--- src/rtl/psum_acc_pkg.sv ---
// Shared constants and FSM state encoding for the psum accumulate SFU.
// Latency: n/a (types and constants only).
// Backpressure: n/a.
package psum_acc_pkg;

    localparam int COL_DEF     = 4;
    localparam int PSUM_BW_DEF = 16;
    localparam int ADDR_BW_DEF = 4;

    typedef enum logic [2:0] {
        IDLE  = 3'd0,
        FETCH = 3'd1,
        WAIT  = 3'd2,
        WB    = 3'd3,
        DONE  = 3'd4
    } state_t;

endpackage

--- src/rtl/psum_acc_lane.sv ---
// One psum lane: signed add (or pass-through), wrap or saturate, optional ReLU.
// Latency: combinational. Saturation is built only with PSUM_ACC_SAT_EN defined.
// Backpressure: none, pure datapath.
module psum_acc_lane
    import psum_acc_pkg::*;
#(
    parameter int psum_bw = PSUM_BW_DEF
) (
    input  logic [psum_bw-1:0] fifo_lane,
    input  logic [psum_bw-1:0] mem_lane,
    input  logic               acc,
    input  logic               relu,
    output logic [psum_bw-1:0] result
);

    localparam logic [psum_bw-1:0] MAX_POS = {1'b0, {(psum_bw-1){1'b1}}};
    localparam logic [psum_bw-1:0] MIN_NEG = {1'b1, {(psum_bw-1){1'b0}}};

    logic [psum_bw-1:0] addend;
    logic [psum_bw-1:0] clip;

    // Add the memory lane only when accumulating, bound the sum, then clamp negatives if ReLU
    always_comb begin
        addend = acc ? mem_lane : '0;
`ifdef PSUM_ACC_SAT_EN
        begin : g_sat
            logic [psum_bw:0] sum;
            sum  = {fifo_lane[psum_bw-1], fifo_lane} + {addend[psum_bw-1], addend};
            // Sign bit and extension bit disagree only on overflow
            if (sum[psum_bw] != sum[psum_bw-1])
                clip = sum[psum_bw] ? MIN_NEG : MAX_POS;
            else
                clip = sum[psum_bw-1:0];
        end
`else
        clip = fifo_lane + addend;
`endif
        result = (relu && clip[psum_bw-1]) ? '0 : clip;
    end

endmodule

--- src/rtl/psum_acc_sfu.sv ---
// Pops output-FIFO vectors, optionally accumulates with psum memory, writes back (PSUM_ACC_SAT_EN selects saturation).
// Latency: 3 cycles per vector (FETCH, WAIT, WB) plus one DONE cycle per pass; memory read latency 1.
// Backpressure: stalls in FETCH while ofifo_valid is low; start is ignored while busy.
module psum_acc_sfu
    import psum_acc_pkg::*;
#(
    parameter int col     = COL_DEF,
    parameter int psum_bw = PSUM_BW_DEF,
    parameter int addr_bw = ADDR_BW_DEF
) (
    input  logic                   clk,
    input  logic                   reset,
    input  logic                   start,
    input  logic                   acc,
    input  logic                   relu,
    input  logic [addr_bw:0]       num_vec,
    input  logic [addr_bw-1:0]     base_addr,
    input  logic                   ofifo_valid,
    input  logic [col*psum_bw-1:0] ofifo_dout,
    output logic                   ofifo_rd,
    output logic                   psum_rd,
    output logic                   psum_wr,
    output logic [addr_bw-1:0]     psum_addr,
    input  logic [col*psum_bw-1:0] psum_mem_dout,
    output logic [col*psum_bw-1:0] psum_mem_din,
    output logic                   busy,
    output logic                   done
);

    localparam int VBW = col * psum_bw;
    localparam logic [addr_bw:0]   CNT_ZERO = '0;
    localparam logic [addr_bw:0]   CNT_ONE  = {{addr_bw{1'b0}}, 1'b1};
    localparam logic [addr_bw-1:0] ADDR_ONE = {{(addr_bw-1){1'b0}}, 1'b1};

    state_t             state;
    logic               acc_q;
    logic               relu_q;
    logic [addr_bw-1:0] addr_q;
    logic [addr_bw:0]   rem_q;
    logic [VBW-1:0]     fifo_q;
    logic [VBW-1:0]     result_q;
    logic [VBW-1:0]     lane_res;

    for (genvar g = 0; g < col; g++) begin : g_lane
        psum_acc_lane #(.psum_bw(psum_bw)) u_lane (
            .fifo_lane (fifo_q[g*psum_bw +: psum_bw]),
            .mem_lane  (psum_mem_dout[g*psum_bw +: psum_bw]),
            .acc       (acc_q),
            .relu      (relu_q),
            .result    (lane_res[g*psum_bw +: psum_bw])
        );
    end

    // Pass sequencing: latch the command, fetch, wait for memory, write back, count down
    always_ff @(posedge clk) begin
        if (reset) begin
            state    <= IDLE;
            acc_q    <= 1'b0;
            relu_q   <= 1'b0;
            addr_q   <= '0;
            rem_q    <= '0;
            fifo_q   <= '0;
            result_q <= '0;
        end else begin
            case (state)
                IDLE: begin
                    if (start) begin
                        acc_q  <= acc;
                        relu_q <= relu;
                        addr_q <= base_addr;
                        rem_q  <= num_vec;
                        state  <= (num_vec == CNT_ZERO) ? DONE : FETCH;
                    end
                end
                FETCH: begin
                    if (ofifo_valid) begin
                        fifo_q <= ofifo_dout;
                        state  <= WAIT;
                    end
                end
                WAIT: begin
                    // Memory read data is valid this cycle
                    result_q <= lane_res;
                    state    <= WB;
                end
                WB: begin
                    addr_q <= addr_q + ADDR_ONE;
                    rem_q  <= rem_q - CNT_ONE;
                    state  <= (rem_q == CNT_ONE) ? DONE : FETCH;
                end
                DONE:    state <= IDLE;
                default: state <= IDLE;
            endcase
        end
    end

    // Strobes decode from the state register; the pop is gated by valid so an empty FIFO is never read
    assign ofifo_rd     = (state == FETCH) && ofifo_valid;
    assign psum_rd      = ofifo_rd && acc_q;
    assign psum_wr      = (state == WB);
    assign psum_addr    = ((state == FETCH) || (state == WB)) ? addr_q : '0;
    assign psum_mem_din = psum_wr ? result_q : '0;
    assign busy         = (state != IDLE);
    assign done         = (state == DONE);

endmodule

--- config.mk ---
export PLATFORM = sky130hd
export DESIGN_NAME = psum_acc_sfu
export DESIGN_NICKNAME = d
export VERILOG_FILES = /design/src/rtl/psum_acc_pkg.sv /design/src/rtl/psum_acc_lane.sv /design/src/rtl/psum_acc_sfu.sv
export SDC_FILE = /design/constraint.sdc
export NUM_CORES = 1
export LEC_CHECK = 0
export ABC_AREA = 1
export BUFFER_PORTS_ARGS = -buffer_cell sky130_fd_sc_hd__buf_2
export CORE_MARGIN = 4
export CORE_UTILIZATION = 30
export CTS_BUF_LIST = sky130_fd_sc_hd__clkbuf_16
export CTS_CLUSTER_SIZE = 40
export DETAILED_ROUTE_END_ITERATION = 12
export SYNTH_ARGS = -nofsm -noshare
export SYNTH_HDL_FRONTEND = slang
export SYNTH_SLANG_ARGS = --single-unit
--- constraint.sdc ---
create_clock -name clk -period 3.3 [get_ports clk]
set_clock_uncertainty 0.1 [all_clocks]
set_input_delay 0.165 -clock clk [delete_from_list [all_inputs] [get_ports clk]]
set_output_delay 0.165 -clock clk [all_outputs]
set_load 0.01 [all_outputs]
== Word level (Yosys, flattened, before mapping) ==
Cells that the tools add are included.

* Logic and storage cells: 54
* Output and inout bits: 73
* Bits in registers: 142
* Input bits: 143

* Add/sub/neg operators: 6
* Reductions and logical operators: 15
* Equality and inequality tests: 7
* Mux-type cells: 19

{| class="wikitable"
|+ Operators with widths
! cell !! number
|-
| 16-bit 2-to-1 mux || 8
|-
| 16-bit adder || 4
|-
| 64-bit 2-to-1 mux || 1
|-
| 3-bit 2-to-1 mux || 4
|-
| 3-bit one-hot mux with 4 select lines || 1
|-
| 5-bit one-hot mux with 2 select lines || 1
|-
| 4-bit 2-to-1 mux || 2
|-
| 4-bit one-hot mux with 2 select lines || 1
|-
| 2-bit AND reduction || 4
|-
| 3-bit by 2-bit equality test with 1-bit output, second input constant || 2
|-
| 1-bit logical AND || 6
|-
| 5-bit by 1-bit equality test with 1-bit output, second input constant || 1
|-
| 5-bit zero test || 1
|-
| 5-bit 2-to-1 mux || 1
|-
| 5-bit by 1-bit subtractor with 5-bit output, second input constant || 1
|-
| 4-bit by 1-bit adder with 4-bit output, second input constant || 1
|-
| 2-bit != test, second input constant || 2
|-
| 3-bit by 1-bit equality test with 1-bit output, second input constant || 1
|-
| 3-bit equality test, second input constant || 1
|-
| 3-bit zero test || 1
|-
| 3-bit nonzero test || 1
|-
| 2-bit nonzero test || 1
|-
| 1-bit logical OR || 1
|}

== Logic depth before layout (Yosys ltp) ==
Gate-level depths: netlist of the first run.

* Depth in word-level cells: 4
* Depth in mapped cells: 18
* Gate-level depth less buffers: 16

== Modules after synthesis ==
Synthesis of the first run repeated with hierarchy kept, for this count alone.

* Cell total of the unflattened synthesis: 1753
* Area total of the unflattened synthesis: 10709.0 µm²

{| class="wikitable"
|+ Modules (own cells, without submodules)
! module !! seq. area each (µm²) !! area an instance (µm²) !! cells an instance !! instances
|-
| psum_acc_sfu || 2842.7 || 5594.1 || 765 || 1
|-
| psum_acc_lane at g_lane[0].u_lane ... || 0.0 || 1281.2 || 246 || 3
|-
| psum_acc_lane at g_lane[3].u_lane || 0.0 || 1271.2 || 250 || 1
|}

== Least setup slack after synthesis of the first run ==
Ideal clock, no wire load.

* Path type: flip-flop to flip-flop
* Start: register acc_q
* End: register result_q[10]
* Cell stages (with the launch flop): 16
* Clock period less this slack: 2.333 ns
* Setup slack: 0.967 ns
* Path buffers: 3
* Data required time: 3.065 ns
* Data arrival time: 2.098 ns
* Setup time: 0.135 ns
* Cells stage by stage: dfxtp_1 buf_4 clkbuf_1 nand2_1 inv_1 ha_1 or2_1 nand3_2 nand2_2 nand2_2 nand2_1 nand2_1 nand3_4 buf_12 nand2_2 a21oi_2

* Cells in the longest elaborated chain, start to end: 4

{| class="wikitable"
|+ Ends and longest elaborated chain
! what !! RTL line !! text
|-
| start, declared || psum_acc_sfu.sv:36 || <nowiki>logic acc_q;</nowiki>
|-
| start signal, assigned || psum_acc_sfu.sv:58 || <nowiki>acc_q <= 1'b0;</nowiki>
|-
| start signal, assigned || psum_acc_sfu.sv:68 || <nowiki>acc_q <= acc;</nowiki>
|-
| 16-bit 2-to-1 mux (*) || psum_acc_lane.sv:24 || <nowiki>addend = acc ? mem_lane : '0;</nowiki>
|-
| 16-bit adder (*) || psum_acc_lane.sv:36 || <nowiki>clip = fifo_lane + addend;</nowiki>
|-
| 1-bit logical AND || psum_acc_lane.sv:38 || <nowiki>result = (relu && clip[psum_bw-1]) ? '0 : clip;</nowiki>
|-
| 16-bit 2-to-1 mux (*) || psum_acc_lane.sv:38 ||
|-
| end signal, assigned || psum_acc_sfu.sv:83 || <nowiki>result_q <= lane_res;</nowiki>
|-
| end, declared || psum_acc_sfu.sv:41 || <nowiki>logic [VBW-1:0] result_q;</nowiki>
|}

Every way passes the cells marked *; elsewhere a longest branch is shown, timed or not.
A chain may end at the register's enable or synchronous reset.

== Worst setup path in the final report of the first run ==
* Start: register state[0]
* End: output port psum_mem_din[63]

* Cells in the longest elaborated chain, start to end: 2

{| class="wikitable"
|+ Ends and longest elaborated chain
! what !! RTL line !! text
|-
| start, declared || psum_acc_sfu.sv:35 || <nowiki>state_t state;</nowiki>
|-
| start signal, assigned || psum_acc_sfu.sv:72 || <nowiki>state <= (num_vec == CNT_ZERO) ? DONE : FETCH;</nowiki>
|-
| start signal, assigned || psum_acc_sfu.sv:89 || <nowiki>state <= (rem_q == CNT_ONE) ? DONE : FETCH;</nowiki>
|-
| 3-bit by 2-bit equality test with 1-bit output || psum_acc_sfu.sv:100 || <nowiki>assign psum_wr = (state == WB);</nowiki>
|-
| 64-bit 2-to-1 mux || psum_acc_sfu.sv:102 || <nowiki>assign psum_mem_din = psum_wr ? result_q : '0;</nowiki>
|-
| end, declared || psum_acc_sfu.sv:25 || <nowiki>output logic [col*psum_bw-1:0] psum_mem_din,</nowiki>
|}

Every way passes these cells.

==> load_flow_metrics.sql, run 1 <==
INSERT INTO impl_metrics (metric_group, metric, value, unit) VALUES
('status', 'run_status', 'completed', ''),
('synthesis', 'mappedNetlistArea', '0.0104', 'mm2'),
('pwr', 'swShare', '35.1', '%'),
('drt', 'avgViaCountPerCell', '4.50', ''),
('global_routing', 'antenna_found_initial', '0', ''),
('floorplan', 'design.die.area', '0.0378', 'mm2'),
('timing', 'timing.final.max_slew_violations', '0', ''),
('flow_run', 'max_cap_violations', '0', ''),
('synthesis', 'synthCells', '1674', ''),
('pwr', 'static-leakage-power', '6.96', 'nW'),
('worst_setup_path', 'cp-start-kind', 'flip-flop', ''),
('floorplan', 'initial_utilization', '30.3', '%'),
('finish', 'multiInputGateArea', '0.00609', 'mm2'),
('pwr', 'portion_of_total_power_attributed_to_the_clock_network', '34.5', '%'),
('synthesis', 'synth_enable_flop_cells', '0', ''),
('synthesis', 'yosys.area.top_type', 'sky130_fd_sc_hd__dfxtp_1', ''),
('worst_setup_path', 'critPathKind', 'reg2out', ''),
('finish', 'layout.filler_cells', '3779', ''),
('floorplan', 'rows', '68', ''),
('cts', 'tritoncts.num_buffers', '17', ''),
('place', 'port-buffer-count', '215', ''),
('global_routing', 'global_route_wire_length_before_repair', '53700', 'um'),
('cts', 'clock_tree.root_cell', 'sky130_fd_sc_hd__clkbuf_16', ''),
('floorplan', 'die_w', '194', 'um'),
('synthesis', 'syn_area_per_cell', '6.23', 'um2'),
('cts', 'clock-sinks', '142', ''),
('worst_setup_path', 'timing.critical_path.max_delay_family', 'simple AND/OR/NAND/NOR gates', ''),
('worst_setup_path', 'critical_path.n_buffers_inverters', '3', ''),
('place', 'gp_congestion', '0.870', ''),
('timing', 'hold_viol_final', '0', ''),
('drt', 'total_drc_errors_in_the_routed_layout', '0', ''),
('global_routing', 'grt_max_degree', '66', ''),
('finish', 'finalInstanceArea', '0.0132', 'mm2'),
('worst_setup_path', 'worstPathMaxFanout', '45', ''),
('timing', 'setup_violations', '0', ''),
('timing', 'unrepaired_setup_endpoints_after_global_routing', 'no', ''),
('synthesis', 'yosysTopAreaCellShare', '27.3', '%'),
('drt', 'dr.first_iter.drc_count', '438', ''),
('worst_setup_path', 'crit_arrival', '2.33', 'ns'),
('pwr', 'vdd.ir_drop.worst', '0.000365', 'V'),
('cts', 'worst_setup_hold_path_clk_slew', '0.06', 'ns'),
('place', 'detailed_placement_wirelength_estimate', '24200', 'um'),
('worst_setup_path', 'worst_path_max_delay_cell', 'sky130_fd_sc_hd__buf_4', ''),
('drt', 'ant_nets', '0', ''),
('pwr', 'power_switching', '2.00', 'mW'),
('worst_setup_path', 'worst-r2r-setup-slack', '0.74', 'ns'),
('global_routing', 'global_route.overflow_total', '0', ''),
('synthesis', 'synth.area.top_cells', 'sky130_fd_sc_hd__dfxtp_1 (27%), sky130_fd_sc_hd__nand2_1 (15%), sky130_fd_sc_hd__inv_1 (11%), sky130_fd_sc_hd__nor2_1 (8.7%), sky130_fd_sc_hd__ha_1 (7.6%)', ''),
('cts', 'cts_setup_buffers', '0', ''),
('finish', 'seq_area', '0.00284', 'mm2'),
('place', 'area_of_placed_instances', '0.0119', 'mm2'),
('floorplan', 'io_pins', '216', ''),
('finish', 'drive_gt1_share', '19.9', '%'),
('worst_setup_path', 'critical_path.max_stage_delay', '0.40', 'ns'),
('drt', 'routed_wirelength', '32800', 'um'),
('pwr', 'seqPwrFrac', '35.6', '%'),
('synthesis', 'ys.flop_type', 'sky130_fd_sc_hd__dfxtp_1', ''),
('timing', 'tns', '0', 'ns'),
('pwr', 'internal_power', '3.70', 'mW'),
('synthesis', 'ys_warn_count', '0', ''),
('timing', 'worstMarginPinSlew', '0.822', 'ns'),
('finish', 'fin_nets', '2141', ''),
('timing', 'slew-limit-headroom', '45.2', '%'),
('synthesis', 'synth_cell_types', '37', ''),
('pwr', 'power.density', '432', 'mW/mm2'),
('timing', 'final_min_period_over_clock_period', '78.6', '%'),
('drt', 'post_drt_wl_per_cell', '13.7', 'um'),
('finish', 'n_antenna_cell', '0', ''),
('worst_setup_path', 'cp_cell_sequence', 'inv_2 > nor2_2 > nand2_4 > buf_4 > nor2_1 > buf_2', ''),
('synthesis', 'seq_area_frac_synth', '27.3', '%'),
('global_routing', 'number_of_global_route_vias_before_repair', '10736', '');
[cell usage after synthesis (3+ instances only)]
cell,count
sky130_fd_sc_hd__and2_1,4
sky130_fd_sc_hd__nor3_1,9
sky130_fd_sc_hd__buf_12,3
sky130_fd_sc_hd__a211oi_1,3
sky130_fd_sc_hd__a21oi_1,81
sky130_fd_sc_hd__a21oi_2,36
sky130_fd_sc_hd__ha_1,63
sky130_fd_sc_hd__buf_4,6
sky130_fd_sc_hd__nor2_1,241
sky130_fd_sc_hd__nand2_2,38
sky130_fd_sc_hd__nand3_2,25
sky130_fd_sc_hd__nand3_4,4
sky130_fd_sc_hd__clkbuf_1,42
sky130_fd_sc_hd__nand4_1,7
sky130_fd_sc_hd__dfxtp_1,142
sky130_fd_sc_hd__xnor2_1,17
sky130_fd_sc_hd__nand3b_1,9
sky130_fd_sc_hd__nand3_1,57
sky130_fd_sc_hd__a31oi_1,4
sky130_fd_sc_hd__inv_1,309
sky130_fd_sc_hd__nor2_2,9
sky130_fd_sc_hd__nand2_1,415
sky130_fd_sc_hd__inv_2,9
sky130_fd_sc_hd__nor3_2,3
sky130_fd_sc_hd__xor2_1,17
sky130_fd_sc_hd__fa_1,4
sky130_fd_sc_hd__o21ai_0,97
sky130_fd_sc_hd__buf_2,7
[cell families after synthesis]
kind of cell | after synthesis | synth area share (%)
AND/OR/NAND/NOR | 828 | 34.8
buffers and inverters | 378 | 14.5
AO/OA/AOI/OAI | 225 | 12.3
flip-flops | 142 | 27.3
adder cells (fa/ha/maj) | 67 | 8.33
XOR/XNOR | 34 | 2.86
[flip-flops by register name (all words and copies together) (netlist names)]
name / cells
acc_q: 1
rem_q: 5
state: 3
relu_q: 1
fifo_q: 64
addr_q: 4
result_q: 64
[per-stage QoR]
| stage | instances | power (mW) | hold WS [ns] | utilization (%) | setup slack (ns) |
|---|---|---|---|---|---|
| after floorplan | 1674 | 3.21 | 0.200 | - | 0.967 |
| after global placement | 2296 | 3.69 | 0.287 | 34.5 | 0.758 |
| after detailed placement | 2296 | 3.70 | 0.292 | 34.5 | 0.756 |
| after CTS | 2399 | 5.77 | 0.00205 | 38.3 | 0.636 |
| after global routing | 2399 | 6.07 | 0.0346 | 38.3 | 0.495 |
| final | 2399 | 5.70 | 0.0120 | 38.3 | 0.705 |
[worst register-to-register path, delay by kind of cell, from the launching register on]
kind,cells,cell delay (ns)
AO/OA/AOI/OAI,3,0.47
adder cells (fa/ha/maj),1,0.27
buffers and inverters,2,0.35
flip-flops,1,0.34
AND/OR/NAND/NOR,6,0.87
[layout by cell type, fill, tap and decap left out, drive strengths merged]
| master | n |
|---|---|
| clkbuf | 17 |
| o21ai | 99 |
| clkinv | 6 |
| and2 | 4 |
| clkinvlp | 3 |
| a32oi | 1 |
| nand3b | 11 |
| nand4 | 7 |
| nor3 | 12 |
| xor2 | 17 |
| xnor2 | 17 |
| nor2 | 250 |
| inv | 321 |
| or2 | 3 |
| bufinv | 3 |
| buf | 227 |
| dlygate4sd3 | 71 |
| o21a | 1 |
| nand2 | 453 |
| a211oi | 3 |
| nand3 | 86 |
| ha | 63 |
| fa | 4 |
| dfxtp | 142 |
| a31oi | 4 |
| and3 | 2 |
| a21oi | 117 |
[final timing paths]
kind | startpoint | endpoint | depth (start not counted)
setup / recovery | state[0] | psum_mem_din[63] | 6
hold / removal | base_addr[0] | addr_q[0] | 3
setup reg to reg | acc_q | result_q[16] | 12
hold reg to reg | result_q[31] | result_q[31] | 2
[per-layer routing]
layer  GRT usage (%)  vias to the layer above  share of wire, %
li1                -                     5632                 -
met1            22.2                     4909                47
met2            29.4                      232                46
met3            3.43                       34               4.5
met4            4.82                        0               2.0
met5               0                        -                 0
[cell type report]
cell class,count,area share [%]
clock inverters,15,1.19
well taps,455,4.32
clock buffers,17,3.23
multi-input cells,1154,46.2
repair buffers,298,14.4
inverters,318,9.06
flip-flops and latches,142,21.6
[repair_timing]
action | CTS | global route
hold buffers | 71 | 0
setup endpoints to repair | 0 | 0
endpoints found under the hold margin | 71 | 0
[power by group through the flow]
| stage | clock network, mW | logic (mW) | registers, mW |
|---|---|---|---|
| 2_1_floorplan | 0 | 1.19 | 2.02 |
| 3_3_place_gp | 0 | 1.63 | 2.06 |
| 3_5_place_dp | 0 | 1.64 | 2.06 |
| 4_1_cts | 2.03 | 1.72 | 2.03 |
| 5_1_grt | 2.08 | 1.94 | 2.05 |
| 6_report | 1.97 | 1.70 | 2.03 |
No activity file was read; power rests on OpenSTA's default activity.
==> run 2, diff against run 1 <==
==> constraint.sdc (replaced) <==
create_clock -name clk -period 2.6 [get_ports clk]
set_clock_uncertainty 0.1 [all_clocks]
set_input_delay 0.13 -clock clk [delete_from_list [all_inputs] [get_ports clk]]
set_output_delay 0.13 -clock clk [all_outputs]
set_load 0.01 [all_outputs]
==> run 2 against run 1 <==
  * Via count rose by 2.3%
  * Wire length rose by 7.6%
  * Power rose by 35%
  * Clock power rose by 37%
  * Non-clock buffer count rose by 33
  * Hold slack improved by 0.11 ns
  * First-iteration DRC count rose by 24%
  * Count of clock-buffer cells in the layout did not move
==> load_flow_metrics.sql, run 2 (same netlist as run 1, synthesis figures left out) <==
INSERT INTO impl_metrics (metric_group, metric, value, unit) VALUES
('worst_setup_path', 'worst_path_max_delay_cell', 'sky130_fd_sc_hd__dfxtp_4', ''),
('timing', 'fin_crit', '2.47', 'ns'),
('finish', 'layout.cells.most_common', 'sky130_fd_sc_hd__nand2_1', ''),
('cts', 'clock_tree.root_cell', 'sky130_fd_sc_hd__clkbuf_16', ''),
('place', 'area_of_placed_instances', '0.0120', 'mm2'),
('worst_hold_path', 'hold-path-endpoint', 'result_q[48]', ''),
('floorplan', 'design.die.area', '0.0378', 'mm2'),
('drt', 'ant_nets', '0', ''),
('timing', 'slew-limit-headroom', '44.9', '%'),
('drt', 'post_drt_wl_per_cell', '14.5', 'um'),
('worst_setup_path', 'ff2ff_path_depth', '14', ''),
('cts', 'cts_setup_buffers', '0', ''),
('cts', 'cts_htree_levels', '4', ''),
('finish', 'largest_registers', 'fifo_q (64), result_q (64), rem_q (5)', ''),
('worst_setup_path', 'critical_path.startpoint', 'acc_q', ''),
('worst_setup_path', 'element_type_at_the_critical_path_end', 'flip-flop', ''),
('global_routing', 'number_of_global_route_vias_before_repair', '10865', ''),
('finish', 'layout.filler_cells', '3724', ''),
('worst_setup_path', 'critical_path_required', '2.78', 'ns'),
('worst_setup_path', 'critical_path.max_stage_delay', '0.46', 'ns'),
('timing', 'timing.final.ws_setup', '0.134', 'ns'),
('drt', 'avgViaCountPerCell', '4.54', ''),
('timing', 'unrepaired_setup_endpoints_after_global_routing', 'yes', ''),
('timing', 'hold_viol_final', '0', ''),
('timing', 'final_min_period_over_clock_period', '94.8', '%'),
('cts', 'worst_setup_hold_path_clk_slew', '0.06', 'ns'),
('place', 'port-buffer-count', '215', ''),
('worst_setup_path', 'cp_cell_sequence', 'clkbuf_16 > nand2_1 > inv_1 > ha_2 > nand2_2 > inv_2 > a21oi_4 > nor2_1 > nor2_2 > nand2_1 > nand2_4 > nand3_4 > nand2_1 > a21oi_1', ''),
('finish', 'post_layout_utilization_of_the_core', '40.1', '%'),
('cts', 'worstSkewPairLatency', '0.44', 'ns'),
('worst_hold_path', 'hold_start', 'psum_mem_dout[48]', ''),
('finish', 'layout-area-overhead-vs-synth', '32.3', '%'),
('worst_setup_path', 'cp-start-kind', 'flip-flop', ''),
('timing', 'timing.fmax', '406', 'MHz'),
('worst_setup_path', 'worstReg2RegStart', 'acc_q', ''),
('worst_setup_path', 'r2r_end', 'result_q[1]', ''),
('floorplan', 'floorplan.die.height', '194', 'um'),
('place', 'placement.setup.worst_slack', '0.0789', 'ns'),
('floorplan', 'io_pins', '216', ''),
('finish', 'fin_nets', '2178', ''),
('finish', 'drive_gt1_share', '22.0', '%'),
('worst_setup_path', 'critPathKind', 'reg2reg', ''),
('place', 'gp_congestion', '0.868', ''),
('pwr', 'static-leakage-power', '7.23', 'nW'),
('global_routing', 'grt_max_degree', '55', ''),
('finish', 'finalInstanceArea', '0.0138', 'mm2'),
('place', 'detailed_placement_wirelength_estimate', '25100', 'um'),
('pwr', 'p_total', '7.68', 'mW'),
('worst_setup_path', 'worst_path_most_repeated_cell', 'sky130_fd_sc_hd__nand2_1', ''),
('worst_setup_path', 'worstPathMaxFanout', '12', ''),
('drt', 'total_drc_errors_in_the_routed_layout', '0', ''),
('cts', 'tritoncts', 'done', ''),
('global_routing', 'grt_usage', '17.5', '%'),
('timing', 'setup_violations', '0', ''),
('worst_hold_path', 'hold_path_depth', '6', ''),
('global_routing', 'antenna_found_initial', '1', ''),
('floorplan', 'fp.coreArea', '0.0345', 'mm2'),
('floorplan', 'rows', '68', ''),
('floorplan', 'initial_utilization', '30.3', '%'),
('pwr', 'power.density', '557', 'mW/mm2'),
('cts', 'tritoncts.num_buffers', '17', ''),
('floorplan', 'die_w', '194', 'um'),
('cts', 'clock-sinks', '142', ''),
('global_routing', 'global_route_wire_length_before_repair', '54300', 'um'),
('cts', 'max-clock-path-buffers', '2', ''),
('status', 'run_status', 'completed', ''),
('global_routing', 'global_route.overflow_total', '0', ''),
('drt', 'routed_wirelength', '35300', 'um'),
('timing', 'worstMarginPinSlew', '0.826', 'ns'),
('drt', 'dr.first_iter.drc_count', '544', ''),
('finish', 'top_library_cells_by_usage_in_the_layout_fill_and_taps_aside', 'sky130_fd_sc_hd__nand2_1 (406), sky130_fd_sc_hd__inv_1 (311), sky130_fd_sc_hd__nor2_1 (239)', ''),
('flow_run', 'max_cap_violations', '0', ''),
('worst_setup_path', 'crit_arrival', '2.65', 'ns'),
('timing', 'timing.final.max_slew_violations', '0', ''),
('drt', 'detailedRoute.firstPassIterationCount', '5', ''),
('pwr', 'vdd.ir_drop.worst', '0.000463', 'V'),
('worst_setup_path', 'worst-r2r-setup-slack', '0.13', 'ns'),
('worst_hold_path', 'hp-class', 'in2reg', ''),
('drt', 'via_count', '11054', ''),
('timing', 'tns', '0', 'ns');
[run 2: layer usage]
layer / GRT usage [%] / routed length, um / up-vias
met5: 0 / 0 / -
met4: 6.74 / 1000 / 0
met3: 2.93 / 1380 / 55
met2: 29.6 / 16300 / 262
met1: 22.5 / 16500 / 5014
li1: - / - / 5723
[run 2: critical path: cells and delay by family, from the launching register on]
family,cells,cell delay [ns]
adders and majority gates,1,0.30
and+or+nand+nor,8,0.89
AOI/OAI and AO/OA,2,0.21
DFF,1,0.46
buffers and inverters,3,0.35
[run 2: per-stage QoR]
stage,instances,hold WS [ns]
after floorplan,1674,0.165
after global placement,2313,0.252
after detailed placement,2313,0.257
after CTS,2429,0.0773
after global routing,2437,0.144
final,2437,0.119
[run 2: report_power, final]
part / total [mW] / switching [mW] / leakage (nW) / internal, mW
combinational: 2.38 / 1.46 / 5.75 / 0.920
clock: 2.70 / 1.02 / 0.315 / 1.68
sequential: 2.60 / 0.176 / 1.16 / 2.42
total: 7.68 / 2.66 / 7.23 / 5.02
[run 2: layout make-up]
cell class | instances | area (um2) | share of cell area, %
Antenna cell | 1 | 2.50 | 0.0181
Clock buffer | 17 | 425 | 3.08
Clock inverter | 15 | 204 | 1.48
Inverter | 318 | 1190 | 8.65
Multi-Input combinational cell | 1158 | 6300 | 45.7
Sequential cell | 142 | 2850 | 20.6
Tap cell | 455 | 569 | 4.12
Timing Repair Buffer | 331 | 2260 | 16.4
[run 2: timing repair]
item / CTS / global route
setup endpoints to repair: 0 / 61
hold endpoints to repair: 81 / 0
resized for setup: 0 / 39
hold buffers: 84 / 0
[run 2: worst max path at each step]
stage	end	cells past startpoint
after floorplan	result_q[10]	15
after global placement	result_q[50]	13
after detailed placement	result_q[33]	14
after CTS	result_q[57]	14
after global routing	result_q[33]	15
final	result_q[1]	14
==> run 3, diff against run 2 <==
--- a/config.mk
+++ b/config.mk
@@ -8,7 +8,7 @@
 export ABC_AREA = 1
 export BUFFER_PORTS_ARGS = -buffer_cell sky130_fd_sc_hd__buf_2
 export CORE_MARGIN = 4
-export CORE_UTILIZATION = 30
+export CORE_UTILIZATION = 33
 export CTS_BUF_LIST = sky130_fd_sc_hd__clkbuf_16
 export CTS_CLUSTER_SIZE = 40
 export DETAILED_ROUTE_END_ITERATION = 12
==> run 3 against run 2 <==
  * Wire length decreased by 8.0%
  * Sequential cell count unchanged
  * Register-to-register slack about the same
  * Setup slack improved by 0.013 ns
  * Critical endpoint is now result_q[33]
  * Largest cell class unchanged
==> load_flow_metrics.sql, run 3 (same netlist as run 1, synthesis figures left out) <==
INSERT INTO impl_metrics (metric_group, metric, value, unit) VALUES
('pwr', 'vdd.ir_drop.worst', '0.000482', 'V'),
('cts', 'clock-sinks', '142', ''),
('finish', 'layout.filler_cells', '3352', ''),
('finish', 'layout-area-overhead-vs-synth', '27.5', '%'),
('timing', 'final_min_period_over_clock_period', '94.4', '%'),
('timing', 'timing.final.max_slew_violations', '0', ''),
('worst_setup_path', 'element_type_at_the_critical_path_end', 'flip-flop', ''),
('pwr', 'power.density', '545', 'mW/mm2'),
('global_routing', 'antenna_found_initial', '0', ''),
('timing', 'hold_viol_final', '0', ''),
('cts', 'worstSkewPairLatency', '0.43', 'ns'),
('worst_hold_path', 'hp-class', 'in2reg', ''),
('cts', 'cts_htree_levels', '4', ''),
('flow_run', 'max_cap_violations', '0', ''),
('floorplan', 'floorplan.die.height', '186', 'um'),
('worst_setup_path', 'ff2ff_path_depth', '12', ''),
('finish', 'largest_registers', 'fifo_q (64), result_q (64), rem_q (5)', ''),
('timing', 'tns', '0', 'ns'),
('cts', 'cts_setup_buffers', '0', ''),
('cts', 'tritoncts.num_buffers', '17', ''),
('timing', 'timing.fmax', '408', 'MHz'),
('cts', 'max-clock-path-buffers', '2', ''),
('finish', 'drive_gt1_share', '20.8', '%'),
('worst_setup_path', 'critPathKind', 'reg2reg', ''),
('worst_setup_path', 'r2r_end', 'result_q[33]', ''),
('place', 'gp_congestion', '0.918', ''),
('timing', 'unrepaired_setup_endpoints_after_global_routing', 'yes', ''),
('cts', 'worst_setup_hold_path_clk_slew', '0.07', 'ns'),
('drt', 'avgViaCountPerCell', '4.55', ''),
('status', 'run_status', 'completed', ''),
('finish', 'layout.cells.most_common', 'sky130_fd_sc_hd__nand2_1', ''),
('worst_setup_path', 'crit_arrival', '2.62', 'ns'),
('drt', 'total_drc_errors_in_the_routed_layout', '0', ''),
('floorplan', 'rows', '64', ''),
('place', 'detailed_placement_wirelength_estimate', '24100', 'um'),
('timing', 'worstMarginPinSlew', '0.887', 'ns'),
('drt', 'dr.first_iter.drc_count', '570', ''),
('cts', 'clock_tree.root_cell', 'sky130_fd_sc_hd__clkbuf_16', ''),
('timing', 'slew-limit-headroom', '40.8', '%'),
('worst_setup_path', 'worstPathMaxFanout', '23', ''),
('global_routing', 'global_route_wire_length_before_repair', '51200', 'um'),
('worst_setup_path', 'worst-r2r-setup-slack', '0.15', 'ns'),
('floorplan', 'io_pins', '216', ''),
('drt', 'routed_wirelength', '32400', 'um'),
('worst_setup_path', 'worstReg2RegStart', 'acc_q', ''),
('global_routing', 'grt_max_degree', '55', ''),
('worst_setup_path', 'worstSetupEndpoint', 'result_q[33]', ''),
('place', 'port-buffer-count', '215', ''),
('global_routing', 'global_route.overflow_total', '0', ''),
('drt', 'detailedRoute.firstPassIterationCount', '5', ''),
('worst_setup_path', 'cp-start-kind', 'flip-flop', ''),
('worst_setup_path', 'critical_path.startpoint', 'acc_q', ''),
('drt', 'post_drt_wl_per_cell', '13.8', 'um'),
('floorplan', 'design.die.area', '0.0345', 'mm2'),
('place', 'place.detailed.instances', '2244', ''),
('floorplan', 'fp.coreArea', '0.0309', 'mm2'),
('drt', 'via_count', '10691', ''),
('floorplan', 'die_w', '186', 'um'),
('global_routing', 'number_of_global_route_vias_before_repair', '10529', ''),
('cts', 'tritoncts', 'done', ''),
('worst_setup_path', 'critical_path_required', '2.77', 'ns'),
('finish', 'top_library_cells_by_usage_in_the_layout_fill_and_taps_aside', 'sky130_fd_sc_hd__nand2_1 (412), sky130_fd_sc_hd__inv_1 (308), sky130_fd_sc_hd__nor2_1 (241)', ''),
('floorplan', 'initial_utilization', '33.7', '%'),
('drt', 'ant_nets', '0', ''),
('timing', 'fin_crit', '2.45', 'ns'),
('global_routing', 'grt_usage', '18.3', '%'),
('pwr', 'static-leakage-power', '7.04', 'nW'),
('finish', 'fin_nets', '2154', ''),
('finish', 'n_antenna_cell', '0', ''),
('timing', 'setup_violations', '0', ''),
('finish', 'stdcell_count', '2352', '');
==> run 3: what timing repair did <==
| action | in CTS | in global routing |
|---|---|---|
| setup endpoints to repair | 0 | 55 |
| gates resized for setup | 0 | 15 |
| endpoints found under the hold margin | 73 | 0 |
| hold buffers | 74 | 0 |
==> run 3: through the flow <==
step	cell area (um2)	worst slack, ns	power (mW)	hold slack (ns)	util (%)
after CTS	13200	0.0902	7.27	0.0118	42.7
after detailed placement	11900	0.117	4.71	0.257	38.4
after global routing	13300	-0.0306	7.72	0.0468	43.0
after floorplan	10400	0.267	4.08	0.165	-
after global placement	11900	0.157	4.69	0.254	38.4
final	13300	0.147	7.24	0.0283	43.0
==> run 3: worst min-delay path by stage <==
stage	from	end	slack (ns)	depth (start not counted)
2_1_floorplan	ofifo_dout[10]	fifo_q[10]	0.16	2
3_3_place_gp	ofifo_dout[10]	fifo_q[10]	0.25	3
3_5_place_dp	ofifo_dout[23]	fifo_q[23]	0.26	3
4_1_cts	num_vec[4]	rem_q[4]	0.01	4
5_1_grt	num_vec[4]	rem_q[4]	0.05	4
6_report	num_vec[4]	rem_q[4]	0.03	4
==> run 3: power by group <==
group / internal, mW / leakage (nW) / total (mW) / switching [mW]
registers: 2.42 / 1.16 / 2.58 / 0.166
clock network: 1.41 / 0.271 / 2.45 / 1.04
logic: 0.832 / 5.61 / 2.21 / 1.38
total: 4.66 / 7.04 / 7.24 / 2.59
==> run 3: layer usage <==
| layer | wire length, um | global-route usage (%) | vias up | share of wire [%] |
|---|---|---|---|---|
| li1 | - | - | 5655 | - |
| met1 | 15300 | 23.7 | 4784 | 47 |
| met2 | 15200 | 31.8 | 221 | 47 |
| met3 | 1300 | 2.74 | 31 | 4.0 |
| met4 | 605 | 4.87 | 0 | 1.9 |
| met5 | 0 | 0 | - | 0 |
==> run 3: worst max-delay path, cell delays in order (launching register included) <==
cell and delay, ns:
sky130_fd_sc_hd__dfxtp_4 0.38, sky130_fd_sc_hd__clkbuf_16 0.21, sky130_fd_sc_hd__nand2_1 0.07, sky130_fd_sc_hd__inv_1 0.04, sky130_fd_sc_hd__ha_2 0.38, sky130_fd_sc_hd__nand2_1 0.09
sky130_fd_sc_hd__buf_4 0.16, sky130_fd_sc_hd__nor3_2 0.21, sky130_fd_sc_hd__nand2_2 0.10, sky130_fd_sc_hd__nand3_2 0.09, sky130_fd_sc_hd__nand3_4 0.22, sky130_fd_sc_hd__nand3_1 0.16
sky130_fd_sc_hd__a21oi_1 0.07
==> run 3: area by class of cell <==
type	instances	area, um2	share of cell area [%]
Inverter	318	1190	8.97
Multi-Input combinational cell	1156	6170	46.4
Clock buffer	17	425	3.20
Timing Repair Buffer	309	2030	15.3
Clock inverter	14	144	1.08
Tap cell	396	495	3.73
Sequential cell	142	2850	21.4
